**config.mk**
```make
export PLATFORM = sky130hd
export DESIGN_NAME = config_loader_flat
export DESIGN_NICKNAME = d
export VERILOG_FILES = /design/src/rtl/config_loader_if.sv /design/src/rtl/config_loader.sv /design/src/flat_wrapper.sv
export SDC_FILE = /design/constraint.sdc
export NUM_CORES = 1
export LEC_CHECK = 0
export ABC_AREA = 0
export BUFFER_PORTS_ARGS = -buffer_cell sky130_fd_sc_hd__buf_2
export CORE_MARGIN = 2
export CORE_UTILIZATION = 40
export DETAILED_ROUTE_END_ITERATION = 7
export PLACE_DENSITY = 0.65
export SLEW_MARGIN = 20
export SYNTH_ARGS = -nofsm -noshare
export SYNTH_HDL_FRONTEND = slang
export SYNTH_SLANG_ARGS = --single-unit
```
**constraint.sdc**
```tcl
create_clock -name clock -period 2.3 [get_ports clock]
set_input_delay 0.115 -clock clock [delete_from_list [all_inputs] [get_ports clock]]
set_output_delay 0.115 -clock clock [all_outputs]
set_load 0.005 [all_outputs]
```
**src/rtl/config_loader_if.sv**
```systemverilog
// Word handshake between a configuration source and the loader.
// The master presents words, the slave accepts them with word_ready.
interface config_loader_if #(
  parameter int WORD_WIDTH = 8
);
  logic [WORD_WIDTH-1:0] word_data;
  logic                  word_valid;
  logic                  word_ready;

  modport master (
    output word_data,
    output word_valid,
    input  word_ready
  );

  modport slave (
    input  word_data,
    input  word_valid,
    output word_ready
  );
endinterface

```
**src/rtl/config_loader.sv**
```systemverilog
// Serial configuration-chain driver: clears the chain, then shifts
// incoming words LSB-first while watching the tail for continuity.
module config_loader #(
  parameter int WORD_WIDTH   = 8,
  parameter int CHAIN_LENGTH = 1024,
  parameter int CLEAR_CYCLES = 2
) (
  input  logic clock,
  input  logic reset,
  input  logic start,
  config_loader_if.slave word,
  output logic cfg_serial_out,
  output logic cfg_enable,
  output logic cfg_nreset,
  input  logic cfg_serial_return,
  output logic busy,
  output logic done,
  output logic error
);

  localparam int BW = $clog2(CHAIN_LENGTH + 1);
  localparam int CW = $clog2(CLEAR_CYCLES + 1);
  localparam int KW = $clog2(WORD_WIDTH + 1);

  typedef enum logic [2:0] {
    S_IDLE,
    S_CLEAR,
    S_LOAD,
    S_SHIFT,
    S_DONE
  } state_e;

  state_e                state_q, state_d;
  logic [WORD_WIDTH-1:0] shift_q, shift_d;
  logic [BW-1:0]         bits_q, bits_d;
  logic [BW-1:0]         bits_inc;
  logic [KW-1:0]         cnt_q, cnt_d;
  logic [KW-1:0]         take;
  logic [CW-1:0]         clr_q, clr_d;
  logic [31:0]           rem;
  logic                  err_q, err_d;
  logic                  ready_q;
  logic                  en_q;
  logic                  nrst_q;
  logic                  busy_q;
  logic                  done_q;

  assign bits_inc = bits_q + BW'(1);

  // The last word may carry more bits than the chain still needs.
  always_comb begin
    rem  = 32'(CHAIN_LENGTH) - 32'(bits_q);
    take = KW'(WORD_WIDTH);
    if (rem < 32'(WORD_WIDTH))
      take = KW'(rem);
  end

  always_comb begin
    state_d = state_q;
    shift_d = shift_q;
    bits_d  = bits_q;
    cnt_d   = cnt_q;
    clr_d   = clr_q;
    err_d   = err_q;
    case (state_q)
      S_IDLE, S_DONE: begin
        if (start) begin
          state_d = S_CLEAR;
          err_d   = 1'b0;
          bits_d  = '0;
          clr_d   = CW'(CLEAR_CYCLES);
        end
      end
      S_CLEAR: begin
        if (clr_q == CW'(1))
          state_d = S_LOAD;
        else
          clr_d = clr_q - CW'(1);
      end
      S_LOAD: begin
        if (word.word_valid) begin
          shift_d = word.word_data;
          cnt_d   = take;
          state_d = S_SHIFT;
        end
      end
      S_SHIFT: begin
        shift_d = shift_q >> 1;
        bits_d  = bits_inc;
        cnt_d   = cnt_q - KW'(1);
        if (cfg_serial_return)
          err_d = 1'b1;
        if (cnt_q == KW'(1)) begin
          if (bits_inc == BW'(CHAIN_LENGTH))
            state_d = S_DONE;
          else
            state_d = S_LOAD;
        end
      end
      default: state_d = S_IDLE;
    endcase
  end

  // Outputs are registered from the next state so they are glitch-free.
  always_ff @(posedge clock or posedge reset) begin
    if (reset) begin
      state_q <= S_IDLE;
      shift_q <= '0;
      bits_q  <= '0;
      cnt_q   <= '0;
      clr_q   <= '0;
      err_q   <= 1'b0;
      ready_q <= 1'b0;
      en_q    <= 1'b0;
      nrst_q  <= 1'b1;
      busy_q  <= 1'b0;
      done_q  <= 1'b0;
    end else begin
      state_q <= state_d;
      shift_q <= shift_d;
      bits_q  <= bits_d;
      cnt_q   <= cnt_d;
      clr_q   <= clr_d;
      err_q   <= err_d;
      ready_q <= (state_d == S_LOAD);
      en_q    <= (state_d == S_SHIFT);
      nrst_q  <= (state_d != S_CLEAR);
      busy_q  <= (state_d == S_CLEAR) ||
                 (state_d == S_LOAD) ||
                 (state_d == S_SHIFT);
      done_q  <= (state_d == S_DONE);
    end
  end

  assign word.word_ready = ready_q;
  assign cfg_serial_out  = en_q & shift_q[0];
  assign cfg_enable      = en_q;
  assign cfg_nreset      = nrst_q;
  assign busy            = busy_q;
  assign done            = done_q;
  assign error           = err_q;

endmodule

```
**src/flat_wrapper.sv**
```systemverilog
// flat-port wrapper written by rule: the top's interface ports become plain ports
module config_loader_flat 
#(
  parameter int WORD_WIDTH   = 8,
  parameter int CHAIN_LENGTH = 1024,
  parameter int CLEAR_CYCLES = 2
)
  (clock, reset, start, cfg_serial_out, cfg_enable, cfg_nreset, cfg_serial_return, busy, done, error, word_word_data, word_word_valid, word_word_ready);
  config_loader_if #(.WORD_WIDTH(WORD_WIDTH)) word_i ();
  input  logic clock;
  input  logic reset;
  input  logic start;
  output logic cfg_serial_out;
  output logic cfg_enable;
  output logic cfg_nreset;
  input  logic cfg_serial_return;
  output logic busy;
  output logic done;
  output logic error;
  input wire logic [$bits(word_i.word_data)-1:0] word_word_data;
  input wire logic [$bits(word_i.word_valid)-1:0] word_word_valid;
  output wire logic [$bits(word_i.word_ready)-1:0] word_word_ready;
  assign word_i.word_data = word_word_data;
  assign word_i.word_valid = word_word_valid;
  assign word_word_ready = word_i.word_ready;
  config_loader #(.WORD_WIDTH(WORD_WIDTH), .CHAIN_LENGTH(CHAIN_LENGTH), .CLEAR_CYCLES(CLEAR_CYCLES)) u_core (.clock(clock), .reset(reset), .start(start), .word(word_i), .cfg_serial_out(cfg_serial_out), .cfg_enable(cfg_enable), .cfg_nreset(cfg_nreset), .cfg_serial_return(cfg_serial_return), .busy(busy), .done(done), .error(error));
endmodule
```
# Word-level counts from Yosys, hierarchy flattened

Index checks and enable logic that the tools add are counted.
Widths: inputs -> output; s select.

Add/sub/neg operators: 4
Mux-type cells: 19
Equal/unequal tests: 16
Order comparisons: 1
Bitwise logic cells: 1
Reductions and logical operators: 11

Operators with widths:

| operator               | count |
|---|---|
| $lt 32x4->1 const B    | 1 |
| $pmux 11 s2            | 1 |
| $pmux 8 s2             | 1 |
| $mux 3                 | 5 |
| $eq 3x2->1 const B     | 4 |
| $pmux 3 s4             | 1 |
| $sub 11x11->12 const A | 1 |
| $add 11x1->11 const B  | 1 |
| $eq 11x11->1 const B   | 1 |
| $mux 11                | 1 |
| $mux 4                 | 2 |
| $mux 8                 | 1 |
| $ne 2x2->1 const B     | 4 |
| $pmux 4 s2             | 1 |
| $eq 3x1->1 const B     | 2 |
| $eq 3x3->1 const B     | 2 |
| $reduce_and 3->1       | 2 |
| $reduce_bool 2->1      | 3 |
| $eq 4x1->1 const B     | 1 |
| $mux 2                 | 2 |
| $pmux 2 s2             | 1 |
| $reduce_and 2->1       | 2 |
| $sub 4x1->4 const B    | 1 |
| $logic_not 3->1        | 1 |
| 8 further kinds        | 10 |

Register bits after elaboration: 34

# Longest topological paths before layout

Word-level depth: 8
Depth in mapped cells: 7

# Least setup slack after synthesis

No wires, ideal clock.

Path type: register to register
From: register u_core.bits_q[0]
To: register u_core.busy_q, in the netlist u_core.busy
Period minus slack after synthesis: 1.737 ns
Cell stages (with the launch flop): 7
Buffers on the path: 0
Required time: 2.168 ns
Library setup time: 0.132 ns
Path slack: 0.563 ns
Arrival time: 1.605 ns
Path through: dfrtp_1 -> ha_1 -> nand3_2 -> nor4_1 -> o31ai_1 -> o31ai_1 -> nand2b_1

Longest elaborated chain between the ends: 8

Ends and longest elaborated chain:

| what                                     | line                                       | source |
|---|---|---|
| start, declared                          | config_loader.sv:35                        | `logic [BW-1:0] bits_q, bits_d;` |
| start signal, assigned                   | config_loader.sv:121                       | `bits_q <= bits_d;` |
| $add 11x1->11 (*)                        | config_loader.sv:48                        | `assign bits_inc = bits_q + BW'(1);` |
| $eq 11x11->1 (*)                         | config_loader.sv:94                        | `if (bits_inc == BW'(CHAIN_LENGTH))` |
| $mux 3 (*)                               | config_loader.sv:94                        |  |
| $mux 3 (*)                               | config_loader.sv:93                        | `if (cnt_q == KW'(1)) begin` |
| $pmux 3 s4 (*)                           | config_loader.sv:65                        | `case (state_q)` |
| $eq 3x1->1 or $eq 3x2->1 (tied branches) | config_loader.sv:128, config_loader.sv:129 |  |
| $logic_or 1x1->1                         | config_loader.sv:128                       | `busy_q <= (state_d == S_CLEAR) \|\|` |
| $logic_or 1x1->1 (*)                     | config_loader.sv:129                       | `(state_d == S_LOAD) \|\|` |
| end signal, assigned                     | config_loader.sv:128                       |  |
| end, declared                            | config_loader.sv:45                        | `logic busy_q;` |

Every way passes the cells marked *; elsewhere a longest branch is shown, timed or not.
A chain may end at the register's enable or synchronous reset.

# Worst setup path after layout

Same ends and word-level chain as after synthesis.

==> impl_metrics.env <==
export IMPL_status="completed"
export IMPL_cts_hold_buf=1
export IMPL_hold_violations=0
export IMPL_crit_path_start_kind="flip-flop"
export IMPL_vias_per_cell=5.52
export IMPL_port_buffers=19
export IMPL_yosysTopAreaCell="dfrtp_1"
export IMPL_path_clk_slew_ns=0.07
export IMPL_whs_path_depth=3
export IMPL_cap_violations=0
export IMPL_finClkSkew_ns=0.00476
export IMPL_syn_nets=233
export IMPL_yosysMostFrequentCell="nor2_1"
export IMPL_crit_cells=6
export IMPL_yosys_warnings=0
export IMPL_critPathCaptureType="flip-flop"
export IMPL_synthToLayoutAreaGrowth_pct=12.3
export IMPL_synth_area_top_cells="dfrtp_1 44%, nor2_1 7.6%, o21ai_0 6.1%"
export IMPL_root_buffer="clkbuf_8"
export IMPL_clk_latency_ns=0.29
export IMPL_htreeDepth=2
export IMPL_grt_max_degree=33
export IMPL_diodes=0
export IMPL_post_route_min_period_ns=1.97
export IMPL_postRouteAntennaNets=0
export IMPL_slew_headroom=0.726
export IMPL_clock_sinks=34
export IMPL_ys_async_sr_fraction=1.00
export IMPL_post_cts_setup_buffer_count=0
export IMPL_ys_seq_elements=34
export IMPL_worstPathArrival_ns=2.13
export IMPL_numCtsBuffers=5
export IMPL_worst_setup_path_type="reg2reg"
export IMPL_row_count=24
export IMPL_cts_tree="yes"
export IMPL_ioPinCount=20
export IMPL_path_cells="ha_1 > nand3_2 > nor4_1 > o31ai_1 > o31ai_1 > nand2b_1"
export IMPL_worst_r2r_path_depth=6
export IMPL_dp_slack_ns=0.335
export IMPL_cts_root_to_sink_buffers=2
export IMPL_fin_tns_setup_ns=0
export IMPL_nFillCells=430
export IMPL_wirelength_um=3900
export IMPL_die_h_um=72.5
export IMPL_dieArea_um2=5260
export IMPL_fmax_ghz=0.509
export IMPL_grt_antenna_before_repair=0
export IMPL_yosysSeqAreaShare=0.453
export IMPL_grt_pass1_vias=1509
export IMPL_gp_congestion=0.785
export IMPL_vdd_drop_max_mv=0.298
export IMPL_hpwl_um=2690
export IMPL_cts_resized_gates=0
export IMPL_drt_iter0_markers=75
export IMPL_hold_path_class="in2reg"
export IMPL_initial_core_util=0.423
export IMPL_drc=0
export IMPL_die_width_um=72.5
export IMPL_syn_cell_area_um2=1880
export IMPL_pwr_density_cell_nw_per_um2=1130
export IMPL_worstMarginPinSlew_ns=0.411
export IMPL_postLayoutSetupSlackWorst_ns=0.335
export IMPL_cp_slowest_stage_delay_ns=0.47
export IMPL_final_max_slew_viol_count=0
export IMPL_grtUsageTotal=0.168
export IMPL_crit_fanout=9
export IMPL_required_ns=2.47
export IMPL_drive_gt1_frac=0.161
export IMPL_vias=1589
export IMPL_coreArea_um2=4440
export IMPL_synthFlopType="dfrtp_1"
export IMPL_grt_pass1_wl_um=6890
export IMPL_synth_cells=215
export IMPL_syn_area_per_cell_um2=8.74
export IMPL_synth_common_cells="38 x nor2_1, 33 x dfrtp_1, 23 x o21ai_0"
export IMPL_wire_per_inst_um=13.5
export IMPL_rsz0062_at_grt="false"
export IMPL_synth_edf_count=0
export IMPL_crit_buf_inv=0
export IMPL_nets=253
export IMPL_synth_top_cell_area_share=0.439
export IMPL_cpMostUsedCell="o31ai_1"
export IMPL_crit_slowest_cell="dfrtp_1"
export IMPL_synth_cell_types=46
export IMPL_leakage_nw=0.957
export IMPL_setup_viol=0
export IMPL_first_pass_iters=4
export IMPL_period_share=0.854
export IMPL_overflow=0
export IMPL_critPathTopFamily="simple AND/OR/NAND/NOR gates"
## registers in the layout (all words and copies together) (netlist names)
signal and count:
u_core.busy 1, u_core.state_q 3, u_core.bits_q 11, u_core.error 1
u_core.clr_q 2, u_core.cnt_q 4, u_core.done 1, u_core.word.word_ready 1
u_core.cfg_nreset 1, u_core.shift_q 8, u_core.cfg_enable 1
## power breakdown
group / switching (mW) / total (mW) / internal (mW)
Combinational: 0.500 / 0.924 / 0.423
Clock: 0.217 / 0.427 / 0.210
Sequential: 0.219 / 1.03 / 0.811
## layer usage
metal,vias to the layer above,track usage,routed length [um]
li1,810,-,-
met1,741,0.222,1930
met2,32,0.264,1730
met3,6,0.0347,166
met4,0,0.0823,72
met5,-,0,0
## worst reg2reg max path, stage by stage, from the launching register on
cell      delay (ns)
dfrtp_1         0.47
ha_1            0.28
nand3_2         0.18
nor4_1          0.38
o31ai_1         0.12
o31ai_1         0.32
nand2b_1        0.09
## placed cells by master (no fill, tap or decap), types with 4 or more instances in the layout
cell type | synthesis | final
dfrtp_1 | 33 | 33
clkbuf_8 | 0 | 5
ha_1 | 5 | 5
buf_2 | 5 | 19
nor3_1 | 4 | 4
nor2_1 | 38 | 38
buf_4 | 3 | 6
inv_1 | 10 | 10
nand2_1 | 15 | 15
a21oi_1 | 8 | 8
o22ai_1 | 8 | 8
o21ai_0 | 23 | 23
or3_1 | 5 | 5
## final timing paths
check / startpoint / end / slack (ns)
hold / removal: word_word_data[7] / u_core.shift_q[7]$_DFFE_PP0P_ / 0.07
setup / recovery: u_core.bits_q[0]$_DFFE_PP0P_ / u_core.busy$_DFF_PP0_ / 0.33
hold reg to reg: u_core.shift_q[0]$_DFFE_PP0P_ / u_core.shift_q[0]$_DFFE_PP0P_ / 0.50
max in group asynchronous: reset / u_core.cfg_nreset$_DFF_PP1_ / 1.46
setup reg to reg: u_core.bits_q[0]$_DFFE_PP0P_ / u_core.busy$_DFF_PP0_ / 0.33
min in group asynchronous: reset / u_core.clr_q[0]$_DFFE_PP0P_ / 0.21
## cell type report
class	instances	area [um^2]	area share
clock buffer	6	72.6	0.0344
sequential	34	852	0.404
tap	52	65.1	0.0308
clock inverter	2	10.0	0.00474
multi-input combinational	158	923	0.437
inverter	10	37.5	0.0178
timing repair buffer	26	150	0.0711
## stage by stage
stage / hold WS, ns / cell area [um^2] / instances / power [mW] / utilization
global route: 0.0969 / 2110 / 288 / 2.61 / 0.475
CTS: 0.0688 / 2110 / 288 / 2.41 / 0.475
floorplan: 0.211 / 1880 / 215 / 1.70 / -
detailed placement: -0.0250 / 2020 / 279 / 1.97 / 0.454
finish: 0.0729 / 2110 / 288 / 2.38 / 0.475
global placement: -0.0252 / 2020 / 279 / 1.94 / 0.454
## cells by family (layout without fill, tap and decap cells)
logic type | after synthesis | after routing | synth area share
AO/OA/AOI/OAI | 58 | 58 | 0.193
XOR/XNOR | 2 | 2 | 0.00932
adder cells (fa/ha/maj) | 5 | 5 | 0.0333
buffers and inverters | 23 | 44 | 0.0553
flip-flops | 34 | 34 | 0.453
multiplexers | 1 | 1 | 0.00533
AND/OR/NAND/NOR | 92 | 92 | 0.250
Note: power is estimated with default switching activity, not from simulation.
